$ cat src/rtl/child_collector_pkg.sv
// child_collector_pkg: default widths, FIFO entry type and round-robin picker shared by the collector
package child_collector_pkg;
  localparam int CC_CHILDREN = 5;
  localparam int CC_DATA_W = 16;
  localparam int CC_ID_W = $clog2(CC_CHILDREN);
  localparam int MAX_CHILDREN = 16;
  typedef struct packed {
    logic [CC_ID_W-1:0] id;
    logic [CC_DATA_W-1:0] data;
  } collector_entry_t;
  typedef struct packed {
    logic found;
    logic [3:0] idx;
  } rr_pick_t;
  function automatic rr_pick_t rr_pick(input logic [MAX_CHILDREN-1:0] valid, input logic [3:0] ptr, input int n = CC_CHILDREN);
    rr_pick_t p;
    int j;
    p = '0;
    for (int k = 0; k < MAX_CHILDREN; k++) begin
      j = (int'(ptr) + k) % n;
      if (k < n && !p.found && valid[4'(j)]) begin
        p.found = 1'b1;
        p.idx = 4'(j);
      end
    end
    return p;
  endfunction
endpackage

$ cat src/rtl/collector_fifo.sv
// collector_fifo: sync FIFO of collector entries; ports clk, rst(async), push, pop, din, dout(head), count
module collector_fifo
  import child_collector_pkg::*;
#(
  parameter int DEPTH = 4,
  parameter type entry_t = collector_entry_t,
  localparam int AW = $clog2(DEPTH),
  localparam int CW = AW + 1
) (
  input  logic          clk,
  input  logic          rst,
  input  logic          push,
  input  logic          pop,
  input  entry_t        din,
  output entry_t        dout,
  output logic [CW-1:0] count
);
  entry_t mem [DEPTH];
  logic [AW-1:0] wr_ptr, rd_ptr;
  logic wr, rd;
  assign wr = push && count != CW'(DEPTH);
  assign rd = pop && count != '0;
  assign dout = mem[rd_ptr];
  always_ff @(posedge clk or posedge rst)
    if (rst) begin
      wr_ptr <= '0;
      rd_ptr <= '0;
      count <= '0;
      for (int i = 0; i < DEPTH; i++) mem[i] <= '0;
    end else begin
      if (wr) begin
        mem[wr_ptr] <= din;
        wr_ptr <= wr_ptr + AW'(1);
      end
      if (rd) rd_ptr <= rd_ptr + AW'(1);
      count <= count + CW'(wr) - CW'(rd);
    end
endmodule

$ cat src/rtl/child_token_collector.sv
// child_token_collector: round-robin merge of child valid/ready channels into a tagged FIFO stream; ports clk, rst, in_valid/in_ready/in_data, out_valid/out_ready/out_data/out_id, fifo_count (+grant_cnt with CHILD_TOKEN_COLLECTOR_STATS_EN)
module child_token_collector
  import child_collector_pkg::*;
#(
  parameter int NUM_CHILDREN = 5,
  parameter int DATA_W = 16,
  parameter int FIFO_DEPTH = 4,
  localparam int ID_W = $clog2(NUM_CHILDREN),
  localparam int CW = $clog2(FIFO_DEPTH) + 1
) (
  input  logic                       clk,
  input  logic                       rst,
  input  logic [NUM_CHILDREN-1:0]    in_valid,
  output logic [NUM_CHILDREN-1:0]    in_ready,
  input  logic [NUM_CHILDREN*DATA_W-1:0] in_data,
  output logic                       out_valid,
  input  logic                       out_ready,
  output logic [DATA_W-1:0]          out_data,
  output logic [ID_W-1:0]            out_id,
  output logic [CW-1:0]              fifo_count
`ifdef CHILD_TOKEN_COLLECTOR_STATS_EN
  ,
  output logic [NUM_CHILDREN*16-1:0] grant_cnt
`endif
);
  typedef struct packed {
    logic [ID_W-1:0] id;
    logic [DATA_W-1:0] data;
  } entry_t;
  logic [ID_W-1:0] rr_ptr;
  rr_pick_t pk;
  logic push, pop;
  entry_t din, head;
  always_comb begin
    pk = rr_pick(MAX_CHILDREN'(in_valid), 4'(rr_ptr), NUM_CHILDREN);
    push = !rst && fifo_count < CW'(FIFO_DEPTH) && pk.found;
    in_ready = push ? NUM_CHILDREN'(1) << pk.idx : '0;
    din = '{id: ID_W'(pk.idx), data: in_data[pk.idx*DATA_W +: DATA_W]};
  end
  assign out_valid = fifo_count != '0;
  assign pop = out_valid && out_ready;
  assign out_data = head.data;
  assign out_id = head.id;
  always_ff @(posedge clk or posedge rst)
    if (rst) rr_ptr <= '0;
    else if (push) rr_ptr <= (pk.idx == 4'(NUM_CHILDREN - 1)) ? '0 : ID_W'(pk.idx + 4'd1);
`ifdef CHILD_TOKEN_COLLECTOR_STATS_EN
  always_ff @(posedge clk or posedge rst)
    if (rst) grant_cnt <= '0;
    else if (push) grant_cnt[pk.idx*16 +: 16] <= grant_cnt[pk.idx*16 +: 16] + 16'd1;
`endif
  collector_fifo #(.DEPTH(FIFO_DEPTH), .entry_t(entry_t)) u_fifo (
    .clk(clk),
    .rst(rst),
    .push(push),
    .pop(pop),
    .din(din),
    .dout(head),
    .count(fifo_count)
  );
endmodule

$ cat config.mk
export PLATFORM = sky130hd
export DESIGN_NAME = child_token_collector
export DESIGN_NICKNAME = d
export VERILOG_FILES = /design/src/rtl/child_collector_pkg.sv /design/src/rtl/collector_fifo.sv /design/src/rtl/child_token_collector.sv
export SDC_FILE = /design/constraint.sdc
export NUM_CORES = 1
export LEC_CHECK = 0
export ABC_CLOCK_PERIOD_IN_PS = 8100
export CORE_MARGIN = 2
export CORE_UTILIZATION = 40
export DETAILED_ROUTE_END_ITERATION = 10
export SYNTH_ARGS = -nofsm -noshare
export SYNTH_HDL_FRONTEND = slang
export SYNTH_SLANG_ARGS = --single-unit
$ cat constraint.sdc
create_clock -name clk -period 8.1 [get_ports clk]
set_clock_uncertainty 0.1 [all_clocks]
set_input_delay 1.62 -clock clk [delete_from_list [all_inputs] [get_ports clk]]
set_output_delay 1.62 -clock clk [all_outputs]
set_load 0.005 [all_outputs]
---- Yosys cells after proc, flatten, opt, wreduce, memory -nomap -nowiden ----
Index checks and enable logic that the tools add are counted.
storage, ports and cells
  memory bits (read-only) ................. 0
  input port bits ......................... 88
  word-level logic and storage cells ...... 85
  memory bits (writable) .................. 0
  bits in latches ......................... 0
  output and inout port bits .............. 28
  flip-flop bits (word level) ............. 86
  memories kept ........................... 0
operators by class
  multipliers ............................. 0
  bitwise operators ....................... 2
  eq/ne operators ......................... 2
  $lt $le $gt $ge ......................... 9
  mux-type cells .......................... 28
  $add $sub $neg .......................... 9
  divide/modulo/power cells ............... 5
  reduce and logical (&&, ||, !) cells .... 16
  shifts and indexed selects .............. 2
operators by type and width
  operator                                                                       number
  32-bit by 4-bit remainder unit with 32-bit output (second input constant)      4
  80-bit by 9-bit indexed part select with 16-bit output                         1
  76-bit bitwise mux                                                             1
  19-bit two-way mux                                                             3
  19-bit binary-select mux with 2-bit select                                     1
  19-bit demux with 2-bit select                                                 1
  4-bit by 4-bit remainder unit with 32-bit output (second input constant)       1
  4-bit by 6-bit less-than comparator with 1-bit output (second input constant)  5
  5-bit two-way mux                                                              6
  1-bit binary-select mux with 4-bit select                                      5
  1-bit logical AND                                                              10
  1-bit two-way mux                                                              10
  3-bit by 2-bit adder with 4-bit output (second input constant)                 2
  3-bit greater-or-equal comparator (second input constant)                      2
  2-bit inverter with 3-bit output                                               2
  1-bit logical NOT                                                              5
  1-bit by 4-bit << shifter with 5-bit output (first input constant)             1
  2-bit by 1-bit adder with 2-bit output (second input constant)                 2
  3-bit by 1-bit adder with 4-bit output (second input constant)                 1
  3-bit by 3-bit adder with 4-bit output (second input constant)                 1
  4-bit by 3-bit == test with 1-bit output (second input constant)               1
  3-bit by 1-bit adder with 3-bit output                                         1
  3-bit by 1-bit adder with 3-bit output (second input constant)                 1
  3-bit by 1-bit less-than comparator with 1-bit output (second input constant)  1
  5 further kinds                                                                5

---- Logic depth before layout (Yosys ltp) ----
  word-level depth ........................ 21
  gate-level depth with buffers ........... 28
  depth with buffers taken out ............ 23

---- By module ----
From an unflattened synthesis, not the netlist that was laid out.
second synthesis, totals
  cell total of the unflattened synthesis .. 693
  area, all modules ....................... 7499.7 um2
modules (own cells, without submodules)
  module                 seq. area each (um2)  cells an instance  area an instance (um2)  times used
  collector_fifo         2077.0                217                3877.5                  1
  child_token_collector  75.1                  476                3622.2                  1

---- Least setup slack after synthesis ----
Ideal clock, no wire load.
  path kind ............................... flip-flop to output port
  from .................................... register rr_ptr[0]
  to ...................................... output in_ready[3]
  arrival time ............................ 5.559 ns
  path slack .............................. 0.821 ns
  stages on the path, launching flop included .. 27
  path buffers ............................ 4
  required time ........................... 6.380 ns
  cells stage by stage .................... dfrtp_1 buf_2 buf_4 inv_2 buf_2 ha_1 inv_1 ha_1 inv_1 ha_1 or3_1 nand3_1 nand2_1 ha_1 nor2b_1 or4b_1 o221ai_2 mux2_1 nor3b_2 a21oi_2 a211oi_1 o31ai_2 inv_2 buf_6 ha_1 ha_1 and2_1
RTL lines
  item                    line                         RTL
  start, declared         child_token_collector.sv:30  logic [ID_W-1:0] rr_ptr;
  start signal, assigned  child_token_collector.sv:46  else if (push) rr_ptr <= (pk.idx == 4'(NUM_CHILDREN - 1)) ? '0 : ID_W'(pk.idx + 4'd1);
  end, declared           child_token_collector.sv:14  output logic [NUM_CHILDREN-1:0] in_ready,

---- Worst setup path after layout ----
  from .................................... register rr_ptr[0]
  to ...................................... output in_ready[4]
on the way
  word-level cells in the longest chain between the ends .. 19
  elaborated cells on any way between the ends .. 40
  classes of those cells .................. add/sub: 4; div: 5; shift: 1; mux: 21; reduce/logical: 9
RTL lines
  item                                                                                                        line                                                      RTL
  parallel branches: the longest is 16 deep, another holds 32-bit by 4-bit remainder unit with 32-bit output  -
  5-bit two-way mux *                                                                                         child_collector_pkg.sv:21                                 if (k < n && !p.found && valid[4'(j)]) begin
  1-bit by 4-bit << shifter with 5-bit output / 1-bit logical AND (equally long branches)                     child_token_collector.sv:37, child_token_collector.sv:36
  5-bit two-way mux *                                                                                         child_token_collector.sv:37                               in_ready = push ? NUM_CHILDREN'(1) << pk.idx : '0;
Every way passes the cells marked *. The select of a mux whose other input is x is not followed.

==> impl_metrics.tcl <==
set metrics [dict create \
    syn-instance-count 689 \
    slew_headroom_pct 27.95 \
    ant_nets 0 \
    clockBufferDepth 2 \
    die_area_um2 17820 \
    ys_seq_elements 86 \
    async_reset_ff_share_pct 100.0 \
    dp_hpwl_um 14290 \
    path_class "flop to output port" \
    gp_congestion 0.8829 \
    tns_ns 0 \
    hold_viol 0 \
    place_inst 994 \
    crit_end "in_ready[4]" \
    grt_pass1_wl_um 32080 \
    dr_wl_met2_um 8968 \
    die_w_um 133.5 \
    synth_fp_nets 812 \
    max_clock_freq_mhz 129.1 \
    ys.warnings.count 0 \
    syn2layout_area_growth_pct 24.74 \
    cts_buffers 9 \
    yosys-top-cells-area "dfrtp_1 (32%), mux4_2 (7.7%), o31ai_1 (7.5%)" \
    core-area_um2 16470 \
    grt_max_degree 76 \
    reg2regPathDepth 21 \
    layout.cells.non_filler 1010 \
    synth_enable_flop_cells 0 \
    dr.max_layer_used "met4" \
    drive_above_1_share_pct 12.91 \
    grt_pass1_vias 5929 \
    crit_arrival_ns 6.03 \
    synthDistinctLibCells 78 \
    dieHeight_um 133.5 \
    cap_violations 0 \
    yosysTopAreaCellShare_pct 32.09 \
    post_drt_via_cell_ratio 5.840 \
    hold_path_class "flop to flop" \
    cts_tree "done" \
    overflow 0 \
    port_buffers 115 \
    grt_usage_pct 22.35 \
    htree_levels 3 \
    crit_fanout 22 \
    drt_iter0_markers 461 \
    row_count 47 \
    ios 116 \
    n_antenna_cell 0 \
    post-route-util_pct 50.81 \
    critPathLaunchType "flop" \
    rsz0062_at_grt "false" \
    r2r-start "rr_ptr[0]" \
    post-route-min-period_ns 7.747 \
    synth_ff_type "dfrtp_1" \
    final_cell_area_um2 8366 \
    wirelength_met1_um 9180 \
    r2r_end "u_fifo.mem[51]" \
    drc 0 \
    critPathLaunch "rr_ptr[0]" \
    worstSkewPairLatency_ns 0.33 \
    cts.clk_slew.worst_paths_ns 0.07 \
    start_util_pct 40.73 \
    syn-cell-area_um2 6706 \
    wl_per_cell_um 19.38 \
    setup_viol 0 \
    synth.avg_cell_area_um2 9.734 \
    wl_met3_um 1127 \
    vias 5898 \
    post-synth-top-area-cell "dfrtp_1" \
    worst_pin_slew_ns 1.081 \
    outcome "finished, final reports clean" \
    fin_nets 908 \
    cts_root_buffer "clkbuf_16" \
    fin_crit_sh_pct 95.65 \
    crit_required_ns 6.38 \
    antenna_found_initial 0 \
    drtPass1Iterations 5 \
    cts_sinks 86 \
    placed_area_um2 8080 \
    slew_violations 0 \
    r2r_slack_ns 2.17 \
    worstSetupEndpointType "output port" \
    ys_seq_area_share_pct 32.09 \
    drt_wl_total_um 19570 \
]
[metrics by stage]
stage          setup WS (ns)  hold slack, ns
5_1_grt              0.03854          0.3908
2_1_floorplan         0.8209          0.3432
3_5_place_dp          0.7439          0.3606
4_1_cts               0.3764          0.3738
6_report              0.3525          0.3701
3_3_place_gp          0.9384          0.3543
[layout make-up]
| type | instances | area (um2) |
|---|---|---|
| Timing Repair Buffer | 135 | 1301 |
| Inverter | 26 | 98.84 |
| Clock inverter | 5 | 41.29 |
| Sequential cell | 86 | 2152 |
| Clock buffer | 11 | 242.7 |
| Multi-Input combinational cell | 527 | 4254 |
| Fill cell | 1503 | 8100 |
| Tap cell | 220 | 275.3 |
[layout by cell type, fill, tap and decap left out, types with 16 or more instances in the layout]
| cell | count |
|---|---|
| clkdlybuf4s50_1 | 115 |
| nand2_1 | 105 |
| dfrtp_1 | 86 |
| o31ai_1 | 66 |
| and3_1 | 37 |
| ha_1 | 34 |
| o21ai_0 | 28 |
| mux4_2 | 23 |
| a211oi_1 | 21 |
| inv_1 | 20 |
| buf_4 | 20 |
| nor2_1 | 18 |
| o21bai_1 | 18 |
| a21boi_0 | 16 |
[metal layers]
metal,global-route usage (%),up-vias
met3,3.957,30
met4,5.083,0
li1,-,2786
met5,0,-
met2,36.11,204
met1,31.47,2878
[synth_stat cells (3+ instances only)]
| cell type | instances |
|---|---|
| o21ai_0 | 28 |
| a21oi_2 | 5 |
| o21bai_1 | 18 |
| nor3_1 | 5 |
| mux4_2 | 23 |
| a21oi_1 | 15 |
| o211a_1 | 3 |
| o31ai_1 | 67 |
| o41ai_2 | 8 |
| ha_1 | 34 |
| nor2_1 | 18 |
| o21a_1 | 4 |
| mux2_2 | 5 |
| buf_2 | 9 |
| and3_1 | 37 |
| buf_4 | 5 |
| xnor2_1 | 10 |
| nand2_1 | 105 |
| and2_1 | 6 |
| nand4_1 | 3 |
| or3_1 | 5 |
| a211oi_1 | 21 |
| mux2i_1 | 13 |
| nand2b_1 | 5 |
| inv_2 | 4 |
| dfrtp_1 | 86 |
| inv_1 | 21 |
| nand3_1 | 4 |
| a21o_1 | 3 |
| xor2_1 | 5 |
| a21boi_0 | 16 |
| clkbuf_1 | 32 |
| o41ai_4 | 8 |
[cells by family after synthesis]
kind of cell | count (synthesis) | share of synthesized area, %
xor+xnor | 15 | 1.959
compound gates | 229 | 28.71
buf+inv | 76 | 4.832
simple gates | 205 | 14.89
fa+ha+maj | 35 | 6.642
flops | 86 | 32.09
mux | 43 | 10.88
[sequential cells by signal, summed over array words and instances, names as in the netlist]
register       count
u_fifo.count       3
rr_ptr             3
u_fifo.wr_ptr      2
u_fifo.rd_ptr      2
u_fifo.mem        76
[critical path, cell delays in order (launching register included)]
cell and delay [ns]:
dfrtp_1 0.39, inv_2 0.06, ha_1 0.26, inv_1 0.07, ha_1 0.42, inv_1 0.10, ha_1 0.21, nor3_1 0.43
o21ai_0 0.27, nand2_1 0.17, ha_1 0.16, nor2b_1 0.07, or4b_1 0.50, o221ai_2 0.14, mux2_1 0.39, nor3b_2 0.18
a21oi_2 0.18, a211oi_1 0.14, o31ai_4 0.29, buf_4 0.33, ha_1 0.26, and3_1 0.19, clkdlybuf4s50_1 0.51
[how the worst min path moves through the flow]
stage | start | to | slack, ns | depth (start not counted)
after global routing | u_fifo.mem[4] | u_fifo.mem[4] | 0.39 | 2
after global placement | u_fifo.mem[7] | u_fifo.mem[7] | 0.35 | 2
after detailed placement | u_fifo.mem[4] | u_fifo.mem[4] | 0.36 | 2
after CTS | u_fifo.mem[4] | u_fifo.mem[4] | 0.37 | 2
final | u_fifo.mem[4] | u_fifo.mem[4] | 0.37 | 2
after floorplan | u_fifo.mem[19] | u_fifo.mem[19] | 0.34 | 2
[repair_timing]
item                       in CTS  in global routing
setup buffers                   0                  0
gates resized for setup         0                  1
hold buffers                    0                  0
setup endpoints to repair       0                  2
Power is left out: the tool's default activity adds up to more than one toggle a clock period on the data nets, which glitch-free logic cannot reach.
